===== src/rtl/uart_tx_buffered.sv =====
// rtl/uart_tx_buffered.sv - buffered 8N1 UART transmitter with circular byte FIFO
//
// Accepts bytes over a valid/ready port into a 2**FIFO_DEPTH_LOG2 entry FIFO
// and serialises them LSB first as 8N1 frames on a registered tx line.
//
// Ports:
//   clk        system clock, all logic on posedge
//   reset      synchronous, active-high; aborts any frame and flushes the FIFO
//   in_data    byte to queue
//   in_valid   in_data valid this cycle
//   in_ready   FIFO can accept (registered count below depth)
//   tx         serial line, registered, idle high
//   busy       serialiser active or bytes still queued
//   fifo_count bytes queued, 0..DEPTH
//   overflow   sticky: a byte was offered while in_ready was low
module uart_tx_buffered #(
  parameter int CLOCKS_PER_BIT  = 868,
  parameter int FIFO_DEPTH_LOG2 = 4
) (
  input  logic                       clk,
  input  logic                       reset,
  input  logic [7:0]                 in_data,
  input  logic                       in_valid,
  output logic                       in_ready,
  output logic                       tx,
  output logic                       busy,
  output logic [FIFO_DEPTH_LOG2:0]   fifo_count,
  output logic                       overflow
);

  localparam int DEPTH = 2 ** FIFO_DEPTH_LOG2;
  localparam int CW    = (CLOCKS_PER_BIT > 1) ? $clog2(CLOCKS_PER_BIT) : 1;
  localparam logic [CW-1:0]              CLK_LAST = CW'(CLOCKS_PER_BIT - 1);
  localparam logic [FIFO_DEPTH_LOG2:0]   FULL     = (FIFO_DEPTH_LOG2 + 1)'(DEPTH);

  typedef enum logic [1:0] {IDLE, START, DATA, STOP} state_t;

  state_t                     state, state_next;
  logic [CW-1:0]              clk_cnt, clk_cnt_next;
  logic [2:0]                 bit_cnt, bit_cnt_next;
  logic [7:0]                 shift, shift_next;
  logic                       tx_next;

  logic [7:0]                 mem [DEPTH];
  logic [FIFO_DEPTH_LOG2-1:0] wr_ptr, rd_ptr;
  logic [FIFO_DEPTH_LOG2:0]   count;
  logic                       push, pop, bit_done;

  // in_ready comes from the registered count, so a pop in the same cycle
  // never makes room for a push.
  assign in_ready   = (count != FULL);
  assign push       = in_valid && in_ready;
  assign fifo_count = count;
  assign busy       = (state != IDLE) || (count != '0);
  assign bit_done   = (clk_cnt == CLK_LAST);

  always_ff @(posedge clk) begin
    if (push) begin
      mem[wr_ptr] <= in_data;
    end
  end

  always_ff @(posedge clk) begin
    if (reset) begin
      wr_ptr   <= '0;
      rd_ptr   <= '0;
      count    <= '0;
      overflow <= 1'b0;
    end else begin
      if (push) wr_ptr <= wr_ptr + 1'b1;
      if (pop)  rd_ptr <= rd_ptr + 1'b1;
      case ({push, pop})
        2'b10:   count <= count + 1'b1;
        2'b01:   count <= count - 1'b1;
        default: count <= count;
      endcase
      if (in_valid && !in_ready) overflow <= 1'b1;
    end
  end

  always_ff @(posedge clk) begin
    if (reset) begin
      state   <= IDLE;
      clk_cnt <= '0;
      bit_cnt <= '0;
      shift   <= '0;
      tx      <= 1'b1;
    end else begin
      state   <= state_next;
      clk_cnt <= clk_cnt_next;
      bit_cnt <= bit_cnt_next;
      shift   <= shift_next;
      tx      <= tx_next;
    end
  end

  always_comb begin
    state_next   = state;
    clk_cnt_next = clk_cnt;
    bit_cnt_next = bit_cnt;
    shift_next   = shift;
    pop          = 1'b0;
    tx_next      = 1'b1;

    unique case (state)
      IDLE: begin
        if (count != '0) begin
          pop          = 1'b1;
          shift_next   = mem[rd_ptr];
          clk_cnt_next = '0;
          state_next   = START;
        end
      end
      START: begin
        if (bit_done) begin
          clk_cnt_next = '0;
          bit_cnt_next = '0;
          state_next   = DATA;
        end else begin
          clk_cnt_next = clk_cnt + 1'b1;
        end
      end
      DATA: begin
        if (bit_done) begin
          clk_cnt_next = '0;
          shift_next   = {1'b0, shift[7:1]};
          if (bit_cnt == 3'd7) begin
            state_next = STOP;
          end else begin
            bit_cnt_next = bit_cnt + 3'd1;
          end
        end else begin
          clk_cnt_next = clk_cnt + 1'b1;
        end
      end
      STOP: begin
        if (bit_done) begin
          clk_cnt_next = '0;
          // Chain straight into the next frame so back-to-back bytes leave
          // no idle gap on the line.
          if (count != '0) begin
            pop        = 1'b1;
            shift_next = mem[rd_ptr];
            state_next = START;
          end else begin
            state_next = IDLE;
          end
        end else begin
          clk_cnt_next = clk_cnt + 1'b1;
        end
      end
      default: state_next = IDLE;
    endcase

    // tx is loaded from the level of the state being entered, so the line
    // changes on the same edge as the state and stays glitch-free.
    unique case (state_next)
      START:   tx_next = 1'b0;
      DATA:    tx_next = shift_next[0];
      default: tx_next = 1'b1;
    endcase
  end

endmodule


===== config.mk =====
export PLATFORM = sky130hd
export DESIGN_NAME = uart_tx_buffered
export DESIGN_NICKNAME = d
export VERILOG_FILES = /design/src/rtl/uart_tx_buffered.sv
export SDC_FILE = /design/constraint.sdc
export NUM_CORES = 1
export LEC_CHECK = 0
export BUFFER_PORTS_ARGS = -buffer_cell sky130_fd_sc_hd__buf_2
export CORE_MARGIN = 2
export CORE_UTILIZATION = 45
export CTS_BUF_LIST = sky130_fd_sc_hd__clkbuf_4 sky130_fd_sc_hd__clkbuf_8 sky130_fd_sc_hd__clkbuf_16
export CTS_CLUSTER_SIZE = 14
export DETAILED_ROUTE_END_ITERATION = 7
export PLACE_DENSITY = 0.62
export SYNTH_ARGS = -nofsm -noshare
export SYNTH_HDL_FRONTEND = slang
export SYNTH_SLANG_ARGS = --single-unit

===== constraint.sdc =====
create_clock -name clk -period 3.45 [get_ports clk]
set_input_delay 0.5175 -clock clk [delete_from_list [all_inputs] [get_ports clk]]
set_output_delay 0.5175 -clock clk [all_outputs]
set_load 0.01 [all_outputs]

## Word-level counts from Yosys, hierarchy flattened

Memory sizes are Yosys's and may differ from the RTL's. A register that Yosys moved wholly into a read port is not among the register bits.
Index checks and enable logic that the tools add are counted.

- $add $sub $neg: 6
- $mul: 0
- Div/mod/pow operators: 0
- Magnitude comparators: 0
- Eq/ne operators: 15
- Shift-type cells: 0
- Mux-type cells: 27
- Bitwise logic cells: 0
- Reduce and logical (&&, ||, !) cells: 13

Operator list:

| kind | count |
|---|---|
| two-way mux 8 bit | 3 |
| one-hot mux 8 bit (3 select lines) | 1 |
| two-way mux 10 bit | 2 |
| one-hot mux 10 bit (2 select lines) | 1 |
| adder 10 x 1 -> 10 bit, second input constant | 1 |
| equality test 10 bit, second input constant | 1 |
| two-way mux 2 bit | 5 |
| inequality test 2 bit, second input constant | 5 |
| one-hot mux 5 bit (2 select lines) | 1 |
| two-way mux 3 bit | 3 |
| adder 4 x 1 -> 4 bit, second input constant | 2 |
| equality test 2 bit, second input constant | 4 |
| two-way mux 4 bit | 2 |
| one-hot mux 2 bit (4 select lines) | 1 |
| equality test 2 x 1 -> 1 bit, second input constant | 3 |
| one-hot mux 3 bit (2 select lines) | 1 |
| nonzero test 2 bit | 3 |
| adder 5 x 1 -> 5 bit, second input constant | 1 |
| two-way mux 1 bit | 5 |
| inequality test 5 bit, second input constant | 1 |
| nonzero test 5 bit | 1 |
| subtractor 5 x 1 -> 5 bit, second input constant | 1 |
| one-hot mux 1 bit (2 select lines) | 2 |
| AND reduction 4 bit | 1 |
| other kinds (9) | 10 |

- Bits in registers: 38
- Latch bits: 0
- Bits in writable memories: 128
- Bits in read-only memories: 0
- Input port bits: 11
- Output and inout port bits: 9
- Word-level logic and storage cells: 72
- Memories: 1

Memory list:

| name | depth | bits a word | rd ports | clocked after memory_dff | write ports | line | source |
|---|---|---|---|---|---|---|---|
| mem | 16 | 8 | 1 | 1 | 1 | 44 | `logic [7:0] mem [DEPTH];` |

## Logic depth before layout (Yosys ltp)

- Depth in word-level cells: 6
- Depth in mapped cells: 13
- Gate-level depth less buffers: 12

## Least setup slack after synthesis

OpenSTA, ideal clock, no wires.

- Path kind: reg2reg
- Start point: register clk_cnt[0]
- End point: register count[4], in the netlist fifo_count[4]
- Library setup time: 0.095 ns
- Arrival time: 3.099 ns
- Data required time: 3.355 ns
- Setup slack: 0.256 ns
- Cell stages (with the launch flop): 14
- Path buffers: 1
- Period minus slack after synthesis: 3.194 ns
- Cell sequence: dfxtp_1 > ha_1 > nor2b_1 > a41oi_2 > nor3_4 > ha_1 > clkbuf_1 > xor2_1 > ha_1 > a21o_1 > a22oi_1 > or4_1 > a21o_1 > o311ai_1

- Word-level cells in the longest chain between the ends: 5
- Elaborated cells between the ends (all ways): 7
- Those cells by class: eq/ne (3); mux (3); reduce/logical (1)

Ends and longest elaborated chain:

| what | line | source |
|---|---|---|
| start: declaration | 39 | `logic [CW-1:0] clk_cnt, clk_cnt_next;` |
| start signal: assignment | 90 | `clk_cnt <= clk_cnt_next;` |
| equality test 10 bit * | 55 | `assign bit_done = (clk_cnt == CLK_LAST);` |
| two-way mux 1 bit * | 137 | `if (bit_done) begin` |
| one-hot mux 1 bit (2 select lines) * | 105 | `unique case (state)` |
| via pop | 47 | `logic push, pop, bit_done;` |
| equality test 2 x 1 -> 1 bit / equality test 2 bit (equally long branches) | 72 | `case ({push, pop})` |
| one-hot mux 5 bit (2 select lines) / nonzero test 2 bit (equally long branches) | -- |  |
| end signal: assignment | 73 | `2'b10: count <= count + 1'b1;` |
| end signal: assignment | 74 | `2'b01: count <= count - 1'b1;` |
| end signal: assignment | 75 | `default: count <= count;` |
| end: declaration | 46 | `logic [FIFO_DEPTH_LOG2:0] count;` |

Mark *: on every way through the listed nets, which the timed path passes. The rest lies on a longest branch.
A chain may end at the register's enable or synchronous reset.

## Worst setup path in the final report

Ends and elaborated chain as after synthesis.

==> flow_metrics.py <==
metrics = {
    "clock_tree": {
        "cts_setup_buffers": 0,
        "numCtsBuffers": 17,
        "clockBufferDepth": 2,
        "clockRootBuffer": "clkbuf_16",
        "cts_tree": "done",
        "cts_max_level": 4,
        "cts.sinks": 170,
        "cts_resized": 0,
        "path_clk_slew_ns": 0.06,
        "clk_latency_ns": 0.43,
        "hold_buffers": 0,
    },
    "pwr": {
        "powerDensity_nw_per_um2": 733,
        "vdd_drop_max_mv": 0.399,
        "leakage_nw": 2.74,
    },
    "critical_path": {
        "worstPathRequired_ns": 3.78,
        "crit_arrival_ns": 3.38,
        "critical_path_peak_fanout": 7,
        "worst_setup_path_start_kind": "flop",
        "path_class": "flop to flop",
        "end_kind": "flop",
    },
    "floorplanning": {
        "io_pins": 20,
        "die_x_um": 133,
        "core_um2": 16300,
        "start_util_pct": 45.5,
        "die_h_um": 133,
        "dieArea_um2": 17600,
        "std_cell_rows": 47,
    },
    "cells_and_area": {
        "layout-drive-gt1-share_pct": 20.5,
        "final_common_cell": "edfxtp_1",
        "syn2layout_area_growth_pct": 12.6,
        "fin_util_pct": 51.3,
        "fin_nets": 566,
        "nFillCells": 1436,
        "antenna_cells": 0,
        "mostFrequentLayoutCells": "edfxtp_1 (128), nor2_1 (51), dfxtp_1 (41), mux4_2 (32), nand2_1 (23)",
    },
    "timing": {
        "max_slew_margin_pct": 37.2,
        "setup_violations": 0,
        "max_freq_mhz": 328,
        "tightest_slew_ns": 0.937,
        "period_minus_slack_ns": 3.05,
        "fin_crit_sh_pct": 88.4,
        "rsz0062_at_grt": "no",
        "tns_ns": 0,
        "finalMaxSlewViolations": 0,
        "hold_slack_ns": 0.384,
        "setup_slack_ns": 0.401,
        "clock_skew_ns": 0.00581,
        "hold_viol": 0,
    },
    "synthesis": {
        "syn_area_um2": 7440,
        "synth_cells": 511,
        "seq_area_frac_synth_pct": 62.9,
        "syn_area_per_cell_um2": 14.6,
        "synth-seq-cells": 170,
        "synth_flop_cell": "edfxtp_1",
        "synth_edf_count": 128,
        "ys_types": 66,
        "ys_warn_count": 0,
        "syn-num-nets": 537,
        "async_flop_share_pct": 0,
    },
    "placed_design": {
        "numPortBuffers": 19,
        "gp_congestion": 0.794,
        "dp_hpwl_um": 9760,
        "place_ws_ns": 0.457,
    },
    "outcome": {
        "status": "completed",
    },
    "global_routing": {
        "first_global_vias": 4417,
        "grt.overflow.total": 0,
        "top_usage_layer": "met2",
        "use_met3_pct": 4.90,
        "antenna_found_initial": 0,
        "grt_pass1_wl_um": 24000,
        "grt_usage_pct": 18.0,
        "grt_util_met2_pct": 30.4,
        "grt_max_degree": 43,
        "grt_use_met1_pct": 22.6,
    },
    "route": {
        "via_per_inst": 5.63,
        "drc": 0,
        "first_pass_iters": 4,
        "drt-total-wl_um": 14900,
        "vias": 4347,
        "post_drt_wl_per_cell_um": 19.3,
        "antenna_left": 0,
        "drtIter0Drc": 286,
    },
    "job": {
        "maxCapViolations": 0,
    },
    "worst_hold_path": {
        "hold_class": "input pin to flop",
    },
}
[logic make-up after synthesis]
kind of cell | share of synthesized area, %
multiplexers | 12.1
AND/OR/NAND/NOR | 11.1
XOR/XNOR | 0.941
AO/OA/AOI/OAI | 7.90
buffers and inverters | 2.47
flip-flops | 62.9
adder cells (fa/ha/maj) | 2.52
[Yosys cell counts, types with 4 or more instances]
| library cell | n | area [um^2] |
|---|---|---|
| edfxtp_1 | 128 | 3840 |
| nor2_1 | 51 | 191 |
| dfxtp_1 | 42 | 841 |
| mux4_2 | 32 | 721 |
| nand2_1 | 23 | 86.3 |
| mux2i_1 | 18 | 180 |
| a21oi_1 | 16 | 80.1 |
| nor3_1 | 16 | 80.1 |
| ha_1 | 15 | 188 |
| o21ai_0 | 13 | 65.1 |
| inv_1 | 12 | 45.0 |
| a211oi_1 | 10 | 75.1 |
| a22oi_1 | 10 | 75.1 |
| clkbuf_1 | 10 | 37.5 |
| nor3b_1 | 8 | 60.1 |
| buf_2 | 6 | 30.0 |
| nand2b_1 | 6 | 37.5 |
| nand4_1 | 6 | 37.5 |
| nand3_1 | 5 | 25.0 |
| and3_1 | 4 | 25.0 |
| xnor2_1 | 4 | 35.0 |
| xor2_1 | 4 | 35.0 |
[where the power goes]
part           total [W]  internal (W)  switching (W)  leakage, nW
clock            0.00187       0.00107       0.000804        0.276
sequential       0.00251       0.00234       0.000177         1.50
combinational    0.00176      0.000750        0.00101        0.964
[through the flow]
stage / cell area, um^2 / instances / total power, W
CTS: 8380 / 772 / 0.00620
detailed placement: 7810 / 741 / 0.00433
global placement: 7810 / 741 / 0.00428
finish: 8380 / 772 / 0.00614
global route: 8380 / 772 / 0.00648
floorplan: 7440 / 511 / 0.00386
[registers in the layout, indices dropped and copies added, names as in the netlist, named ones only]
signal      flops
overflow        1
clk_cnt        10
rd_ptr          4
shift           8
wr_ptr          4
tx              1
mem           128
state           2
bit_cnt         3
fifo_count      5
[metal layers]
metal | routed length (um) | vias to the layer above
li1 | - | 2056
met1 | 6450 | 2189
met4 | 231 | 0
met2 | 7650 | 87
met5 | 0 | -
met3 | 556 | 15
[final timing paths]
kind / from / end / slack [ns] / cells after the start
setup / recovery: clk_cnt[0] / fifo_count[4] / 0.40 / 12
hold reg to reg: bit_cnt[2] / bit_cnt[2] / 0.46 / 2
hold / removal: in_valid / overflow / 0.38 / 3
setup reg to reg: clk_cnt[0] / fifo_count[4] / 0.40 / 12
[final cells by class]
type | count | area (um^2) | area share [%]
clock buffers | 17 | 425 | 5.07
clock inverters | 14 | 146 | 1.75
inverters | 13 | 48.8 | 0.582
multi-input cells | 303 | 2570 | 30.7
flip-flops and latches | 170 | 4690 | 55.9
well taps | 220 | 275 | 3.28
repair buffers | 35 | 228 | 2.72
[worst max-delay path, cell delays in order, from the launching register on]
cell,delay (ns)
dfxtp_1,0.37
ha_1,0.22
nor2b_1,0.37
a41oi_2,0.25
nor3_4,0.17
ha_1,0.20
xor2_1,0.18
ha_1,0.30
a21o_1,0.15
a22oi_1,0.09
or4_1,0.42
a21o_1,0.18
o311ai_1,0.07
Note: power is estimated with default switching activity, not from simulation.
